<file path="src/rtl/mem_arbiter_2to1.sv">
// mem_arbiter_2to1: shares one native memory port between two requesters.
// Requester 0 is the CPU core, requester 1 is a loader/debug/DMA master.
// The grant is locked for the whole transaction. Selection is round-robin
// or fixed-priority. A watchdog force-completes a transfer that the
// downstream memory never acknowledges.
module mem_arbiter_2to1 #(
    parameter bit          FIXED_PRIO     = 1'b0,
    parameter int unsigned TIMEOUT_CYCLES = 1024
) (
    input  logic        clk,
    input  logic        reset,
    input  logic [1:0]  req_valid,
    output logic [1:0]  req_ready,
    input  logic [1:0]  req_instr,
    input  logic [63:0] req_addr,
    input  logic [63:0] req_wdata,
    input  logic [7:0]  req_wstrb,
    output logic [31:0] req_rdata,
    output logic        mem_valid,
    input  logic        mem_ready,
    output logic        mem_instr,
    output logic [31:0] mem_addr,
    output logic [31:0] mem_wdata,
    output logic [3:0]  mem_wstrb,
    input  logic [31:0] mem_rdata,
    output logic [1:0]  grant,
    output logic        timeout_err
);

    // The counter only has to reach TIMEOUT_CYCLES-1.
    localparam int CNT_W = (TIMEOUT_CYCLES > 1) ? $clog2(TIMEOUT_CYCLES) : 1;
    localparam bit WD_EN = (TIMEOUT_CYCLES != 0);
    localparam logic [CNT_W-1:0] CNT_MAX = CNT_W'(TIMEOUT_CYCLES - 1);

    typedef enum logic {
        ST_IDLE = 1'b0,
        ST_BUSY = 1'b1
    } state_t;

    state_t           state_q, state_d;
    logic [1:0]       grant_q, grant_d;
    logic             rr_last_q, rr_last_d;
    logic [CNT_W-1:0] cnt_q, cnt_d;
    logic             timeout_err_q, timeout_err_d;

    // Per-requester views of the packed request buses.
    logic [31:0] addr_arr  [2];
    logic [31:0] wdata_arr [2];
    logic [3:0]  wstrb_arr [2];

    genvar gi;
    generate
        for (gi = 0; gi < 2; gi++) begin : g_split
            assign addr_arr[gi]  = req_addr[32*gi +: 32];
            assign wdata_arr[gi] = req_wdata[32*gi +: 32];
            assign wstrb_arr[gi] = req_wstrb[4*gi +: 4];
        end
    endgenerate

    logic owner_idx;
    logic owner_valid;
    logic busy;
    logic timeout_hit;
    logic done;
    logic pick_idx;

    // The grant is one-hot, so its upper bit is the owner index.
    assign owner_idx   = grant_q[1];
    assign owner_valid = req_valid[owner_idx];
    // Reset suppresses all outputs at once, so a reset during BUSY never
    // produces a completion pulse.
    assign busy        = (state_q == ST_BUSY) && !reset;
    // mem_ready in the last watchdog cycle takes precedence over the timeout.
    assign timeout_hit = WD_EN && busy && owner_valid && !mem_ready && (cnt_q == CNT_MAX);
    assign done        = busy && owner_valid && (mem_ready || timeout_hit);

    // Arbitration choice used when leaving IDLE.
    always_comb begin
        pick_idx = 1'b0;
        if (req_valid == 2'b11) begin
            pick_idx = FIXED_PRIO ? 1'b0 : ~rr_last_q;
        end else if (req_valid[1]) begin
            pick_idx = 1'b1;
        end
    end

    // Combinational pass-through from the owner while BUSY. Everything is zero otherwise.
    always_comb begin
        mem_valid = 1'b0;
        mem_instr = 1'b0;
        mem_addr  = 32'h0;
        mem_wdata = 32'h0;
        mem_wstrb = 4'h0;
        req_ready = 2'b00;
        req_rdata = 32'h0;
        if (busy) begin
            mem_valid = owner_valid && !timeout_hit;
            mem_instr = req_instr[owner_idx];
            mem_addr  = addr_arr[owner_idx];
            mem_wdata = wdata_arr[owner_idx];
            mem_wstrb = wstrb_arr[owner_idx];
            if (done) begin
                req_ready = grant_q;
                req_rdata = mem_ready ? mem_rdata : 32'hFFFF_FFFF;
            end
        end
    end

    // Next-state logic for the IDLE/BUSY controller, grant, round-robin pointer and watchdog.
    always_comb begin
        state_d       = state_q;
        grant_d       = grant_q;
        rr_last_d     = rr_last_q;
        cnt_d         = cnt_q;
        timeout_err_d = timeout_err_q;
        case (state_q)
            ST_IDLE: begin
                if (|req_valid) begin
                    state_d = ST_BUSY;
                    grant_d = pick_idx ? 2'b10 : 2'b01;
                    cnt_d   = '0;
                end
            end
            ST_BUSY: begin
                if (!owner_valid) begin
                    // Owner withdrew: abandon without touching the fairness pointer.
                    state_d = ST_IDLE;
                    grant_d = 2'b00;
                end else if (mem_ready) begin
                    state_d   = ST_IDLE;
                    grant_d   = 2'b00;
                    rr_last_d = owner_idx;
                end else if (timeout_hit) begin
                    state_d       = ST_IDLE;
                    grant_d       = 2'b00;
                    rr_last_d     = owner_idx;
                    timeout_err_d = 1'b1;
                end else if (WD_EN) begin
                    cnt_d = cnt_q + 1'b1;
                end
            end
            default: begin
                state_d = ST_IDLE;
                grant_d = 2'b00;
            end
        endcase
    end

    // State register with synchronous reset. rr_last starts at 1 so that requester 0 wins first.
    always_ff @(posedge clk) begin
        if (reset) begin
            state_q       <= ST_IDLE;
            grant_q       <= 2'b00;
            rr_last_q     <= 1'b1;
            cnt_q         <= '0;
            timeout_err_q <= 1'b0;
        end else begin
            state_q       <= state_d;
            grant_q       <= grant_d;
            rr_last_q     <= rr_last_d;
            cnt_q         <= cnt_d;
            timeout_err_q <= timeout_err_d;
        end
    end

    assign grant       = grant_q;
    assign timeout_err = timeout_err_q;

endmodule

</file>
<file path="config.mk">
export PLATFORM = sky130hd
export DESIGN_NAME = mem_arbiter_2to1
export DESIGN_NICKNAME = d
export VERILOG_FILES = /design/src/rtl/mem_arbiter_2to1.sv
export SDC_FILE = /design/constraint.sdc
export NUM_CORES = 1
export LEC_CHECK = 0
export BUFFER_PORTS_ARGS = -buffer_cell sky130_fd_sc_hd__buf_4
export CAP_MARGIN = 30
export CORE_AREA = 2 2 109 111
export CTS_CLUSTER_DIAMETER = 60
export CTS_CLUSTER_SIZE = 40
export DETAILED_ROUTE_END_ITERATION = 8
export DIE_AREA = 0 0 111 113
export PLACE_DENSITY = 0.65
export SLEW_MARGIN = 20
export SYNTH_ARGS = -nofsm -noshare
export SYNTH_HDL_FRONTEND = slang
export SYNTH_SLANG_ARGS = --single-unit
</file>
<file path="constraint.sdc">
create_clock -name clk -period 2.04 [get_ports clk]
set_input_delay 0 -clock clk [delete_from_list [all_inputs] [get_ports clk]]
set_output_delay 0 -clock clk [all_outputs]
set_load 0.02 [all_outputs]
</file>
==> results.json, run 1 <==
{
  "ys_seq_area_frac": 0.138,
  "yosysWarnings": 0,
  "cts_tree": "done",
  "antennaDiodeCount": 0,
  "cts_setup_buffers": 0,
  "final_max_slew_viol_count": 0,
  "antenna_left": 0,
  "drc_errors": 0,
  "grt_setup_unrepaired": "false",
  "route.met2.wl_um": 5350,
  "antenna_found_initial": 0,
  "cp.arrival_ns": 1.91,
  "start_kind": "register",
  "fmax_ghz": 0.523,
  "yosysTopAreaCellShare": 0.322,
  "fin_crit_sh": 0.937,
  "power.total_mw": 1.42,
  "peakVddDrop_v": 0.000228,
  "worst-path-buf-inv": 2,
  "cp_slowest_cell": "dfxtp_2",
  "critPathKind": "reg2out",
  "dr.pass1.iters": 4,
  "leakage_nw": 2.27,
  "holdCritPathClass": "in2reg",
  "rows": 39,
  "path_clk_slew_ns": 0.05,
  "detail_route.wl_per_cell_um": 13.9,
  "tightestPinTransition_ns": 0.700,
  "maxCapViolations": 0,
  "wl_met1_um": 4060,
  "grt_pass1_wl_um": 16000,
  "ys_top_cells_by_count": "74 x nor2_1, 70 x mux2i_1, 40 x a21oi_1",
  "io_pins": 282,
  "fp.dieH_um": 113,
  "cts_root_buffer": "clkbuf_16",
  "drive_above_1_share": 0.503,
  "syn_nets": 510,
  "netlist_area_mm2": 0.00218,
  "synth_top_area_cell": "mux2i_1",
  "port_buffers": 281,
  "crit_required_ns": 2.04,
  "drt_iter0_drc": 252,
  "finClkSkew_ns": 0.000723,
  "clock_path_buffers": 2,
  "cp_top_family": "simple AND/OR/NAND/NOR gates",
  "synthCells": 334,
  "synth_cell_types": 36,
  "fin_nets": 775,
  "status": "finished clean",
  "coreArea_mm2": 0.0113,
  "finalHoldViolCount": 0,
  "path_cells": "ha_2, and4_4, and3_2, o21ai_2, buf_12, a21oi_1, buf_4",
  "highest_layer": "met4",
  "critPathMaxFanout": 34,
  "synth.avg_cell_area_um2": 6.51,
  "finalSetupTns_ns": 0,
  "grt_pass1_vias": 3382,
  "die-width_um": 111,
  "synth_edf_count": 0,
  "final_util": 0.403,
  "synth_flop_cell": "dfxtp_1",
  "num_vias": 3390,
  "area_delta_synth_final_pct": 109,
  "wl_met3_um": 746,
  "period_needed_ns": 1.91,
  "yosysMostFrequentCell": "nor2_1",
  "cts.sinks": 15,
  "clk_latency_ns": 0.25,
  "place_hpwl_um": 8430,
  "ys_ff_latch": 15,
  "gp_congestion": 0.862,
  "htreeDepth": 1,
  "async_flop_share": 0,
  "grtUsageTotal": 0.151,
  "relSlewSlack": 0.533,
  "cts_buffers": 3,
  "grt_start_max_net_pins": 74,
  "synth.area.top_cells": "mux2i_1 32%, dfxtp_1 14%, nor2_1 13%",
  "grt-ovfl-total": 0,
  "post_drt_via_cell_ratio": 4.57,
  "end_kind": "output port",
  "cellPowerDensity_mw_per_mm2": 312,
  "start_util": 0.193,
  "die-area_mm2": 0.0125,
  "slowest_delay_ns": 0.36,
  "setup_viol": 0,
  "postRouteWirelength_um": 10300
}
[flip-flops by register name, summed over array words and instances, names as in the netlist]
signal       count
rr_last_q        1
timeout_err      1
state_q          1
cnt_q           10
grant            2
[cell type report]
class	instances	area (um^2)
fillers	1159	6730
clock inverters	1	5.00
clock buffers	3	75.1
repair buffers	289	2210
multi-input cells	251	1630
flip-flops and latches	15	307
well taps	143	179
inverters	39	146
[logic make-up (layout without fill, tap and decap cells)]
family / after synthesis / in the layout / share of synthesized area
multiplexers: 70 / 70 / 0.322
AND/OR/NAND/NOR: 113 / 113 / 0.235
flip-flops: 15 / 15 / 0.138
adder cells (fa/ha/maj): 1 / 1 / 0.00575
buffers and inverters: 68 / 332 / 0.120
AO/OA/AOI/OAI: 67 / 67 / 0.180
[routing by layer]
layer  GRT usage  vias up
li1            -     1674
met1       0.177     1534
met2       0.286      171
met3      0.0262       11
met4      0.0342        0
met5           0        -
[power by group]
group	total [mW]	leakage (nW)	internal, mW	switching [mW]
clock network	0.398	0.0409	0.263	0.135
logic	0.719	2.11	0.395	0.324
registers	0.303	0.123	0.298	0.00424
[placed cells by master (no fill, tap or decap), types with 2 or more instances in the layout]
cell / count
and3_1: 3
nor3_1: 2
nand4_1: 4
a221oi_1: 2
or4_1: 4
a21oi_1: 40
dfxtp_1: 12
buf_12: 3
and4_1: 2
o211ai_1: 7
inv_1: 39
a31oi_1: 4
nand3_1: 8
or3_1: 3
and2_1: 3
nor2_1: 74
dfxtp_2: 2
clkbuf_16: 3
buf_4: 286
mux2i_1: 70
nand2_1: 5
o21ai_0: 4
[worst paths after layout]
check | endpoint | from | slack (ns) | depth (start not counted)
max | req_rdata[5] | cnt_q[0]$_SDFFE_PP0P_ | 0.13 | 7
min | cnt_q[0]$_SDFFE_PP0P_ | reset | 0.03 | 2
max reg2reg | cnt_q[8]$_SDFFE_PP0P_ | grant[1]$_SDFFE_PP0P_ | 0.22 | 4
min reg2reg | timeout_err$_SDFFE_PP0P_ | timeout_err$_SDFFE_PP0P_ | 0.49 | 1
[through the flow]
step                hold slack, ns  setup slack [ns]  cells  cell area [um^2]
finish                      0.0273             0.128    741              4550
global route                0.0415            0.0231    741              4550
CTS                         0.0369           0.00341    741              4540
detailed placement           0.301             0.250    737              4460
global placement             0.293             0.277    737              4460
floorplan                    0.141             0.162    334              2180
[what timing repair did]
item / CTS / global route
resized for setup: 1 / 5
endpoints found under the hold margin: 0 / 0
hold buffers: 0 / 0
setup endpoints to repair: 3 / 34
Power figures use the tool's default switching activity.
==> inputs of run 2 (changes only) <==
GPL_TIMING_DRIVEN = 0   (was default)
==> results.json, run 2 (synthesis results as in run 1) <==
{
  "rows": 39,
  "fin_nets": 794,
  "cp.arrival_ns": 1.95,
  "detail_route.wl_per_cell_um": 15.0,
  "finalHoldViolCount": 0,
  "end_kind": "output port",
  "crit_required_ns": 2.04,
  "final_util": 0.410,
  "tightestPinTransition_ns": 0.740,
  "peakVddDrop_v": 0.000193,
  "cts_root_buffer": "clkbuf_16",
  "fp.dieH_um": 113,
  "die-area_mm2": 0.0125,
  "grt_pass1_vias": 3408,
  "timing.hold.ws_ns": 0.0532,
  "regMostFlops": "cnt_q",
  "start_kind": "register",
  "start_util": 0.193,
  "cts_buffers": 3,
  "status": "finished clean",
  "period_needed_ns": 1.95,
  "drive_above_1_share": 0.496,
  "critPathKind": "reg2out",
  "final_max_slew_viol_count": 0,
  "cts_tree": "done",
  "final_common_cell": "buf_4",
  "hold_depth": 3,
  "setup_viol": 0,
  "path_clk_slew_ns": 0.05,
  "grt_pass1_wl_um": 17200,
  "antenna_found_initial": 0,
  "fin_crit_sh": 0.957,
  "leakage_nw": 2.29,
  "antennaDiodeCount": 0,
  "place_hpwl_um": 9430,
  "holdCritPathClass": "in2reg",
  "critPathMaxFanout": 10,
  "antenna_left": 0,
  "cts.sinks": 15,
  "post_drt_via_cell_ratio": 4.61,
  "grt-ovfl-total": 0,
  "gp_congestion": 0.916,
  "drc_errors": 0,
  "area_delta_synth_final_pct": 112,
  "mostFrequentLayoutCells": "284 x buf_4, 73 x nor2_1, 69 x mux2i_1",
  "reg2reg_depth": 6,
  "fmax_ghz": 0.512,
  "finClkSkew_ns": 0.00423,
  "io_pins": 282,
  "postRouteWirelength_um": 11400,
  "grtUsageTotal": 0.165,
  "drt_iter0_drc": 198,
  "relSlewSlack": 0.506,
  "maxCapViolations": 0,
  "die-width_um": 111,
  "htreeDepth": 1,
  "grt_start_max_net_pins": 11,
  "dr.pass1.iters": 4,
  "clock_path_buffers": 2,
  "clk_latency_ns": 0.25,
  "coreArea_mm2": 0.0113,
  "cellPowerDensity_mw_per_mm2": 309,
  "port_buffers": 280,
  "largest_reg_flops": 10,
  "num_vias": 3502
}
-- run 2: cell count changes in the layout (fill, tap and decap cells not counted), moves of 2 or more --
cell | previous run | this run
buf_12 | 3 | 0
buf_1 | 0 | 5
a21oi_1 | 40 | 38
clkbuf_8 | 0 | 3
buf_4 | 286 | 284
clkbuf_1 | 0 | 12
clkbuf_2 | 0 | 5
a21oi_2 | 0 | 2
-- run 2: path summary, 6_finish.rpt --
check	start	endpoint	slack [ns]
max	cnt_q[0]$_SDFFE_PP0P_	req_rdata[20]	0.09
min	reset	rr_last_q$_SDFFE_PP1P_	0.05
max reg2reg	grant[1]$_SDFFE_PP0P_	cnt_q[5]$_SDFFE_PP0P_	0.10
min reg2reg	timeout_err$_SDFFE_PP0P_	timeout_err$_SDFFE_PP0P_	0.49
-- run 2: what timing repair did --
action,in CTS,in global routing
setup endpoints to repair,48,58
gates resized for setup,19,12
cloned,1,0
buffers inserted,1,0
hold buffers,0,0
pin swaps,1,0
-- run 2: critical path, stage by stage (launching register included) --
cell	delay, ns
dfxtp_2	0.36
ha_2	0.22
and4_4	0.28
and3_4	0.23
o21ai_4	0.10
clkbuf_8	0.19
a21oi_1	0.15
buf_4	0.17
-- run 2: metal layers --
layer / part of all wire / routed length, um / track usage
met5: 0 / 0 / 0
met4: 0.014 / 163 / 0.0375
met3: 0.083 / 952 / 0.0316
met2: 0.51 / 5790 / 0.307
met1: 0.39 / 4510 / 0.198
-- run 2: layout make-up --
cell class,instances,area (um^2)
tap,143,179
inverter,39,146
multi-input combinational,251,1660
buffer,26,135
clock buffer,4,78.8
sequential,15,303
fill,1151,6650
timing repair buffer,282,2120
-- run 2: through the flow --
stage	setup TNS (ns)	area [um^2]	power (mW)	setup WS (ns)	cells
6_report	0	4620	1.43	0.0882	760
5_1_grt	-0.00684	4620	1.50	-0.00684	760
4_1_cts	0	4600	1.44	0.00622	760
3_5_place_dp	-7.34	4460	1.03	-0.304	757
3_3_place_gp	-6.23	4460	1.02	-0.315	757
2_1_floorplan	0	2180	0.614	0.162	334
-- run 2: report_power, final --
| group | internal, mW | total [mW] | switching [mW] |
|---|---|---|---|
| Combinational | 0.395 | 0.732 | 0.337 |
| Clock | 0.265 | 0.392 | 0.127 |
| Sequential | 0.299 | 0.304 | 0.00435 |
| Total | 0.960 | 1.43 | 0.468 |
